===== config.mk =====
export PLATFORM = sky130hd
export DESIGN_NAME = ofm_write_receiver
export DESIGN_NICKNAME = d
export VERILOG_FILES = /design/src/rtl/ofm_rx_pkg.sv /design/src/rtl/ofm_beat_fifo.sv /design/src/rtl/ofm_write_receiver.sv
export SDC_FILE = /design/constraint.sdc
export NUM_CORES = 2
export LEC_CHECK = 0
export BUFFER_PORTS_ARGS = -buffer_cell sky130_fd_sc_hd__buf_2
export CAP_MARGIN = 20
export CORE_ASPECT_RATIO = 1.2
export CORE_UTILIZATION = 30
export DETAILED_ROUTE_END_ITERATION = 8
export PLACE_DENSITY = 0.52
export SLEW_MARGIN = 15
export SYNTH_ARGS = -nofsm -noshare
export SYNTH_HDL_FRONTEND = slang
export SYNTH_SLANG_ARGS = --single-unit

===== constraint.sdc =====
create_clock -name clk -period 34.2 [get_ports clk]
set_input_delay 6.84 -clock clk [delete_from_list [all_inputs] [get_ports clk]]
set_output_delay 6.84 -clock clk [all_outputs]
set_load 0.02 [all_outputs]

===== src/rtl/ofm_rx_pkg.sv =====
// Shared types and constants for the OFM write receiver.
// Latency: n/a (package only).
// Backpressure: n/a (package only).
// Contents: FSM state enum, default widths, lane count, address-width helper, beat record.
package ofm_rx_pkg;

    localparam int DEF_DATA_WIDTH   = 16;
    localparam int DEF_INOUT_WIDTH  = 256;
    localparam int DEF_OFM_RAM_SIZE = 692224;
    localparam int LANES            = DEF_INOUT_WIDTH / DEF_DATA_WIDTH;
    localparam int SIZE_W           = 5;

    function automatic int addr_width(input int depth);
        return (depth <= 1) ? 1 : $clog2(depth);
    endfunction

    localparam int ADDR_W = addr_width(DEF_OFM_RAM_SIZE);

    typedef enum logic [1:0] {
        IDLE = 2'd0,
        LOAD = 2'd1,
        SEND = 2'd2
    } state_t;

    // One captured OFM beat; size is already clamped to LANES.
    typedef struct packed {
        logic [ADDR_W-1:0]          addr;
        logic [SIZE_W-1:0]          size;
        logic [DEF_INOUT_WIDTH-1:0] data;
    } beat_t;

endpackage


===== src/rtl/ofm_beat_fifo.sv =====
// Synchronous beat FIFO (first-word fall-through read data).
// Latency: a pushed entry is visible on pop_dat the cycle after the push edge.
// Backpressure: push ignored when full unless a pop happens in the same cycle.
// Ports: push/push_dat write side, pop/pop_dat read side, full/empty/count status.
module ofm_beat_fifo #(
    parameter int WIDTH = 8,
    parameter int DEPTH = 8
) (
    input  logic                     clk,
    input  logic                     rst,
    input  logic                     push,
    input  logic [WIDTH-1:0]         push_dat,
    input  logic                     pop,
    output logic [WIDTH-1:0]         pop_dat,
    output logic                     full,
    output logic                     empty,
    output logic [$clog2(DEPTH):0]   count
);

    localparam int PTR_W = $clog2(DEPTH);

    logic [WIDTH-1:0] mem [DEPTH];
    logic [PTR_W-1:0] wr_ptr;
    logic [PTR_W-1:0] rd_ptr;
    logic             do_push;
    logic             do_pop;

    assign full    = (count == (PTR_W+1)'(DEPTH));
    assign empty   = (count == '0);
    assign do_pop  = pop && !empty;
    // A pop in the same cycle frees the slot the push needs.
    assign do_push = push && (!full || do_pop);
    assign pop_dat = mem[rd_ptr];

    always_ff @(posedge clk) begin
        if (do_push) begin
            mem[wr_ptr] <= push_dat;
        end
    end

    always_ff @(posedge clk or posedge rst) begin
        if (rst) begin
            wr_ptr <= '0;
            rd_ptr <= '0;
            count  <= '0;
        end else begin
            if (do_push) wr_ptr <= wr_ptr + 1'b1;
            if (do_pop)  rd_ptr <= rd_ptr + 1'b1;
            case ({do_push, do_pop})
                2'b10:   count <= count + 1'b1;
                2'b01:   count <= count - 1'b1;
                default: count <= count;
            endcase
        end
    end

endmodule


===== src/rtl/ofm_write_receiver.sv =====
// OFM write-port receiver: buffers beats, serialises them into per-element memory writes.
// Latency: beat sampled at edge N drives mem_wr_valid after edge N+2; a size-S beat takes S+1 cycles.
// Backpressure: mem_wr_ready stalls the element stream; the OFM port cannot stall, so a full FIFO drops the beat and sets overflow.
// Ports: OFM beat inputs (write_out_ofm_en, ofm_addr_b, write_ofm_size, ofm_data_out),
//        element write valid/ready (mem_wr_*), status (idle, overflow, beat_count).
// Optional: OFM_ADDR_RANGE_CHECK_EN adds a sticky range_err output and suppresses writes at or above OFM_RAM_SIZE.
// Widths of the beat record come from ofm_rx_pkg, so parameter overrides must match the package defaults.
module ofm_write_receiver
    import ofm_rx_pkg::*;
#(
    parameter int DATA_WIDTH   = DEF_DATA_WIDTH,
    parameter int INOUT_WIDTH  = DEF_INOUT_WIDTH,
    parameter int OFM_RAM_SIZE = DEF_OFM_RAM_SIZE,
    parameter int FIFO_DEPTH   = 8
) (
    input  logic                                clk,
    input  logic                                rst,
    input  logic                                write_out_ofm_en,
    input  logic [addr_width(OFM_RAM_SIZE)-1:0] ofm_addr_b,
    input  logic [4:0]                          write_ofm_size,
    input  logic [INOUT_WIDTH-1:0]              ofm_data_out,
    output logic                                mem_wr_valid,
    input  logic                                mem_wr_ready,
    output logic [addr_width(OFM_RAM_SIZE)-1:0] mem_wr_addr,
    output logic [DATA_WIDTH-1:0]               mem_wr_data,
    output logic                                idle,
    output logic                                overflow,
    output logic [15:0]                         beat_count
`ifdef OFM_ADDR_RANGE_CHECK_EN
    ,
    output logic                                range_err
`endif
);

    localparam int AW     = addr_width(OFM_RAM_SIZE);
    localparam int LANE_W = $clog2(LANES);

    state_t                      state;
    beat_t                       in_beat;
    beat_t                       head_beat;
    beat_t                       cur_beat;
    logic                        push_req;
    logic                        fifo_push;
    logic                        fifo_pop;
    logic                        fifo_full;
    logic                        fifo_empty;
    logic [$clog2(FIFO_DEPTH):0] fifo_count;
    logic [SIZE_W-1:0]           lane;
    logic [SIZE_W-1:0]           lane_nxt;
    logic [AW-1:0]               next_addr;
    logic [DATA_WIDTH-1:0]       next_data;
    logic                        advance;
    logic                        head_ok;
    logic                        next_ok;

    assign in_beat.addr = ofm_addr_b;
    assign in_beat.size = (write_ofm_size > SIZE_W'(LANES)) ? SIZE_W'(LANES) : write_ofm_size;
    assign in_beat.data = ofm_data_out;

    assign push_req  = write_out_ofm_en && (write_ofm_size != '0);
    assign fifo_pop  = (state == LOAD);
    assign fifo_push = push_req && (!fifo_full || fifo_pop);

    ofm_beat_fifo #(
        .WIDTH ($bits(beat_t)),
        .DEPTH (FIFO_DEPTH)
    ) u_fifo (
        .clk      (clk),
        .rst      (rst),
        .push     (fifo_push),
        .push_dat (in_beat),
        .pop      (fifo_pop),
        .pop_dat  (head_beat),
        .full     (fifo_full),
        .empty    (fifo_empty),
        .count    (fifo_count)
    );

    assign lane_nxt  = lane + 1'b1;
    assign next_addr = cur_beat.addr + AW'(lane_nxt);
    assign next_data = cur_beat.data[32'(lane_nxt[LANE_W-1:0])*DATA_WIDTH +: DATA_WIDTH];
    // A suppressed (out-of-range) element has valid low and is consumed unconditionally.
    assign advance   = mem_wr_ready || !mem_wr_valid;

`ifdef OFM_ADDR_RANGE_CHECK_EN
    assign head_ok = (32'(head_beat.addr) < 32'(OFM_RAM_SIZE));
    assign next_ok = (32'(next_addr) < 32'(OFM_RAM_SIZE));
`else
    assign head_ok = 1'b1;
    assign next_ok = 1'b1;
`endif

    always_ff @(posedge clk or posedge rst) begin
        if (rst) begin
            state        <= IDLE;
            cur_beat     <= '0;
            lane         <= '0;
            mem_wr_valid <= 1'b0;
            mem_wr_addr  <= '0;
            mem_wr_data  <= '0;
            idle         <= 1'b1;
            overflow     <= 1'b0;
            beat_count   <= '0;
`ifdef OFM_ADDR_RANGE_CHECK_EN
            range_err    <= 1'b0;
`endif
        end else begin
            if (fifo_push)             beat_count <= beat_count + 16'd1;
            if (push_req && !fifo_push) overflow  <= 1'b1;

            case (state)
                IDLE: begin
                    if (fifo_count != '0) begin
                        state <= LOAD;
                        idle  <= 1'b0;
                    end else begin
                        idle  <= !fifo_push;
                    end
                end
                LOAD: begin
                    cur_beat     <= head_beat;
                    lane         <= '0;
                    mem_wr_addr  <= head_beat.addr;
                    mem_wr_data  <= head_beat.data[DATA_WIDTH-1:0];
                    mem_wr_valid <= head_ok;
`ifdef OFM_ADDR_RANGE_CHECK_EN
                    if (!head_ok) range_err <= 1'b1;
`endif
                    idle         <= 1'b0;
                    state        <= SEND;
                end
                SEND: begin
                    if (advance) begin
                        if (lane_nxt == cur_beat.size) begin
                            mem_wr_valid <= 1'b0;
                            if (!fifo_empty) begin
                                state <= LOAD;
                                idle  <= 1'b0;
                            end else begin
                                state <= IDLE;
                                idle  <= !fifo_push;
                            end
                        end else begin
                            lane         <= lane_nxt;
                            mem_wr_addr  <= next_addr;
                            mem_wr_data  <= next_data;
                            mem_wr_valid <= next_ok;
`ifdef OFM_ADDR_RANGE_CHECK_EN
                            if (!next_ok) range_err <= 1'b1;
`endif
                        end
                    end
                end
                default: state <= IDLE;
            endcase
        end
    end

endmodule


* Word level (Yosys, flattened, before mapping)
Memory sizes are Yosys's and may differ from the RTL's. Cells that the tools add are included.
Storage, ports and cells: memories kept 1, word-level logic and storage cells 83, bits in writable memories 2248, flip-flop bits (word level) 353, output and inout bits 55, input bits 285
Memory list:
- u_fifo.mem | depth 8, bits a word 281, rd ports 1, clocked after memory_dff 0, write ports 1, RTL line ofm_beat_fifo.sv:22 | logic [WIDTH-1:0] mem [DEPTH];
Cells by class: equal/unequal tests 10, reduce and logical (&&, ||, !) cells 23, magnitude comparators 1, muxes and demuxes 26, shift-type cells 1, add/subtract/negate cells 7
Operators with widths (count):
- $shiftx 256x9->16 | 1
- $mux 20 | 2
- $pmux 20 s2 | 1
- $mux 16 | 2
- $pmux 16 s2 | 1
- $add 20x5->20 | 1
- $add 16x1->16 const B | 1
- $mux 5 | 3
- $pmux 5 s2 | 1
- $mux 1 | 9
- $reduce_and 3->1 | 3
- $ne 2x2->1 const B | 4
- $pmux 4 s2 | 1
- $add 3x1->3 const B | 2
- $mux 2 | 3
- $pmux 2 s3 | 1
- $add 5x1->5 const B | 1
- $eq 5x5->1 | 1
- $gt 5x5->1 const B | 1
- $logic_and 1x1->1 | 5
- $reduce_bool 5->1 | 1
- $add 4x1->4 const B | 1
- $eq 2x1->1 const B | 2
- $eq 2x2->1 const B | 2
- 12 further kinds | 18

* Longest topological paths before layout
depth after elaboration 9, mapped depth 15, depth with buffers taken out 12

* Cells and area by module
From an unflattened synthesis, not the netlist that was laid out.
Unflattened totals: cells, all modules 4415, area total of the unflattened synthesis 100421.3 µm²
Modules (own cells, without submodules):
- ofm_beat_fifo | instances 1, sequential area each 67755.0 µm², cells an instance 3320, area each 84705.0 µm²
- ofm_write_receiver | instances 1, sequential area each 8584.5 µm², cells an instance 1095, area each 15716.3 µm²

* Worst setup path before layout
Ideal clock, no wire load.
path kind in2reg, start input port write_ofm_size[3], end memory u_fifo.mem[3][0] (netlist bit), enable pin, setup slack 5036 ps, data required time 32875 ps, stages on the path 7, path buffers 2, arrival 27839 ps, library setup time 1325 ps, cells stage by stage or4_1 o21ai_0 nor2b_1 buf_2 buf_2 nand2_1 nor3b_1
On the way: word-level cells in the longest chain between the ends 6
Ends and longest elaborated chain:
- start: declaration | RTL line ofm_write_receiver.sv:20 | input logic [4:0] write_ofm_size,
- $reduce_bool 5->1 | RTL line ofm_write_receiver.sv:60 | assign push_req = write_out_ofm_en && (write_ofm_size != '0);
- $logic_and 1x1->1 | RTL line ofm_write_receiver.sv:60
- $logic_and 1x1->1 | RTL line ofm_write_receiver.sv:62 | assign fifo_push = push_req && (!fifo_full || fifo_pop);
- $logic_and 1x1->1 | RTL line ofm_beat_fifo.sv:32 | assign do_push = push && (!full || do_pop);
- $mux 1 | RTL line ofm_beat_fifo.sv:36 | if (do_push) begin
- $mux 1 (not written as such) | RTL line ofm_beat_fifo.sv:37 | mem[wr_ptr] <= push_dat;
- end: declaration | RTL line ofm_beat_fifo.sv:22
Every way passes these cells.

* Worst setup path after layout
start input port write_ofm_size[4], end memory u_fifo.mem[1][61] (netlist bit), enable pin
The elaborated chain is that of the path after synthesis.

==> flow_metrics.env <==
export IMPL_startpoint="write_ofm_size[4]"
export IMPL_grt_pass1_wl_um=366000
export IMPL_die_area_um2=334000
export IMPL_num_rows=231
export IMPL_cts_hold_buffers=0
export IMPL_viasPerCell=4.76
export IMPL_synthFlopType="edfxtp_1"
export IMPL_dieWidth_um=528
export IMPL_min_period_over_period=0.337
export IMPL_r2r_end="u_fifo.mem[1][61]"
export IMPL_syn_area_um2=99600
export IMPL_ys_ff_latch=2601
export IMPL_crit_family="buffers and inverters"
export IMPL_hold_viol_final=0
export IMPL_worstPathArrival_ns=12.00
export IMPL_synth_edf_count=2248
export IMPL_slew_violations=0
export IMPL_die_h_um=633
export IMPL_hpwlAfterDp_um=156000
export IMPL_slowest_delay_ns=0.82
export IMPL_synthCells=4765
export IMPL_critPathSlowestCell="buf_4"
export IMPL_tns_ns=0
export IMPL_cts_tree="built"
export IMPL_start_util=0.302
export IMPL_syn_to_final_growth_pct=16.2
export IMPL_grt_max_degree=142
export IMPL_gp_congestion=0.729
export IMPL_cts_resized_gates=0
export IMPL_criticalPathCategory="in2reg"
export IMPL_regToRegSetupSlack_ns=27.94
export IMPL_path_cells="buf_2 > or4_1 > o21ai_0 > nor2b_1 > buf_4 > nand2_1 > nor3_2 > buf_4 > buf_4 > buf_4 > buf_4 > buf_4"
export IMPL_final_nets=5512
export IMPL_period_minus_slack_ns=11.51
export IMPL_run_status="finished clean"
export IMPL_clock_tree_root_cell="clkbuf_16"
export IMPL_hold_path_class="reg2reg"
export IMPL_crit_fanout=54
export IMPL_crit_path_end="u_fifo.mem[1][61]"
export IMPL_syn_nets=5068
export IMPL_antenna_found_initial=181
export IMPL_drc=0
export IMPL_grt_ovfl_total=0
export IMPL_core_um2=330000
export IMPL_max_freq_ghz=0.0869
export IMPL_routed_wirelength_um=255000
export IMPL_r2r_start="state[1]"
export IMPL_total_power_mw=10.4
export IMPL_clkLatencyLatePin_ns=0.89
export IMPL_synth_distinct_cells=55
export IMPL_rsz0062_at_grt="false"
export IMPL_ir_drop_mv=0.0564
export IMPL_p_leak_nw=38.2
export IMPL_synth_seq_area_share=0.766
export IMPL_synth_warnings=0
export IMPL_synthArstFlopShare=0.136
export IMPL_detail_route_wl_per_cell_um=25.8
export IMPL_cp_required_ns=34.69
export IMPL_port_buffers=339
export IMPL_p_per_area_nw_per_um2=89.6
export IMPL_clkSinkCount=2601
export IMPL_cp_start_kind="input port"
export IMPL_first_iter_violations=3250
export IMPL_vias=47100
export IMPL_crit_buf_inv=7
export IMPL_maxSlewHeadroom=0.278
export IMPL_worstRegToRegCells=12
export IMPL_grt_pass1_vias=48800
export IMPL_finalSetupViolCount=0
export IMPL_cap_violations=0
export IMPL_postCtsSetupRepairBufs=0
export IMPL_postRouteAntennaNets=0
export IMPL_io_pins=340
export IMPL_cts_made_buffers=277
export IMPL_cp_end_kind="register"
export IMPL_layout_drive_gt1_share=0.272
export IMPL_dr_pass1_iters=5
export IMPL_clock_path_buffers=4
export IMPL_h_tree_depth=5
export IMPL_worst_path_most_repeated_cell="buf_4"
export IMPL_fillers=30800
export IMPL_worstMarginPinSlew_ns=1.08
export IMPL_track_usage=0.151
export IMPL_skew_ns=0.0584
export IMPL_syn_area_per_cell_um2=20.9
export IMPL_timing_critical_path_depth=12
export IMPL_clkTransAtPathRegs_ns=0.06
Yosys cell counts, drive strengths merged (4+ instances only):
library cell,instances,share of area
and3,6,0.00038
nor3b,4,0.00030
nor2,350,0.013
dfrtp,352,0.088
ha,17,0.0021
nand2,71,0.0027
a22o,9,0.00079
nor2b,8,0.00050
xor2,17,0.0015
buf,150,0.0075
mux2,14,0.0016
a21oi,298,0.015
nand3,9,0.00045
mux4,626,0.14
xnor2,28,0.0025
nor3,9,0.00045
and2,16,0.0010
a211oi,21,0.0016
nand4,6,0.00038
o21ai,37,0.0019
inv,15,0.00057
o31ai,18,0.0014
mux2i,288,0.029
edfxtp,2248,0.68
clkbuf,115,0.0044
flip-flops by register name, summed over array words and instances (netlist names):
signal         cells
cur_beat         281
u_fifo.mem      2248
u_fifo.rd_ptr      3
mem_wr_data       16
state              2
mem_wr_addr       20
overflow           1
idle               1
u_fifo.wr_ptr      3
mem_wr_valid       1
u_fifo.count       4
beat_count        16
lane               5
per-layer routing:
layer	global-route usage	up-vias	part of all wire
met3	0.0389	480	0.069
met1	0.198	25000	0.42
met2	0.253	1160	0.49
li1	-	20400	-
met4	0.0317	84	0.022
met5	0	-	0.0021
worst reg2reg max path, stage by stage, from the launching register on:
cell and delay (ns):
dfrtp_1 0.41, inv_1 0.14, ha_4 0.59, nand3b_1 0.30, nor2b_1 0.18, buf_4 0.29
nand2_1 0.25, nor3_2 0.16, buf_4 0.37, buf_4 0.82, buf_4 0.81, buf_4 0.77
buf_4 0.75
area by class of cell:
| cell class | count | area (um2) | area share |
|---|---|---|---|
| inverters | 15 | 63.8 | 0.000551 |
| flip-flops and latches | 2601 | 76400 | 0.660 |
| clock inverters | 131 | 1390 | 0.0120 |
| clock buffers | 374 | 7580 | 0.0655 |
| repair buffers | 430 | 2570 | 0.0223 |
| diodes | 38 | 95.1 | 0.000822 |
| well taps | 4427 | 5540 | 0.0479 |
| multi-input cells | 1884 | 22100 | 0.191 |
how the worst min path moves through the flow:
stage	startpoint	end	slack, ns	cells after the start
finish	overflow	overflow	0.47	1
global route	overflow	overflow	0.49	1
CTS	overflow	overflow	0.48	1
detailed placement	overflow	overflow	0.46	1
global placement	mem_wr_addr[6]	mem_wr_addr[6]	0.47	2
floorplan	u_fifo.count[3]	u_fifo.count[3]	0.46	1
cell usage in the layout (no fill, tap or decap), types with 6 or more instances in the layout:
cell type and instances:
a211oi_1 21, a21oi_1 298, a22o_1 9, and2_1 16, and3_1 6, buf_12 14
buf_2 339, buf_4 76, bufinv_16 18, clkbuf_1 73, clkbuf_16 281, clkbuf_8 20
clkinv_1 36, clkinv_2 38, clkinv_8 8, clkinvlp_4 10, dfrtp_1 348, diode_2 38
edfxtp_1 2248, ha_1 15, inv_1 13, inv_16 6, inv_6 9, mux2_2 9
mux2i_1 288, mux4_2 626, nand2_1 71, nand3_1 9, nand4_1 6, nor2_1 348
nor2b_1 8, nor3_1 7, o21ai_0 35, o31ai_1 18, xnor2_1 27, xor2_1 17
logic make-up (layout without fill, tap and decap cells):
| logic type | Yosys count | after routing | synth area share |
|---|---|---|---|
| AO/OA/AOI/OAI | 398 | 398 | 0.0218 |
| AND/OR/NAND/NOR | 493 | 493 | 0.0205 |
| flip-flops | 2601 | 2601 | 0.766 |
| other | 0 | 38 | 0 |
| XOR/XNOR | 47 | 47 | 0.00450 |
| multiplexers | 928 | 928 | 0.172 |
| adder cells (fa/ha/maj) | 18 | 18 | 0.00234 |
| buffers and inverters | 280 | 950 | 0.0125 |
metrics by stage:
step           setup WS, ns  cells  hold WS, ns  utilization  instance area [um2]
2_1_floorplan          5.04   4765        0.465            -                99600
6_report              22.69   9900        0.471        0.351               116000
3_5_place_dp          21.52   9356        0.463        0.323               107000
3_3_place_gp          21.47   9355        0.465        0.323               107000
4_1_cts               22.47   9861        0.481        0.350               116000
5_1_grt               22.32   9866        0.487        0.350               116000
power breakdown:
group	total, mW	switching (mW)	leakage (nW)	internal (mW)
combinational	3.04	1.79	9.51	1.25
clock	2.96	1.25	4.36	1.71
sequential	4.36	0.285	24.4	4.08
total	10.4	3.33	38.2	7.04
No activity file was read; power rests on OpenSTA's default activity.
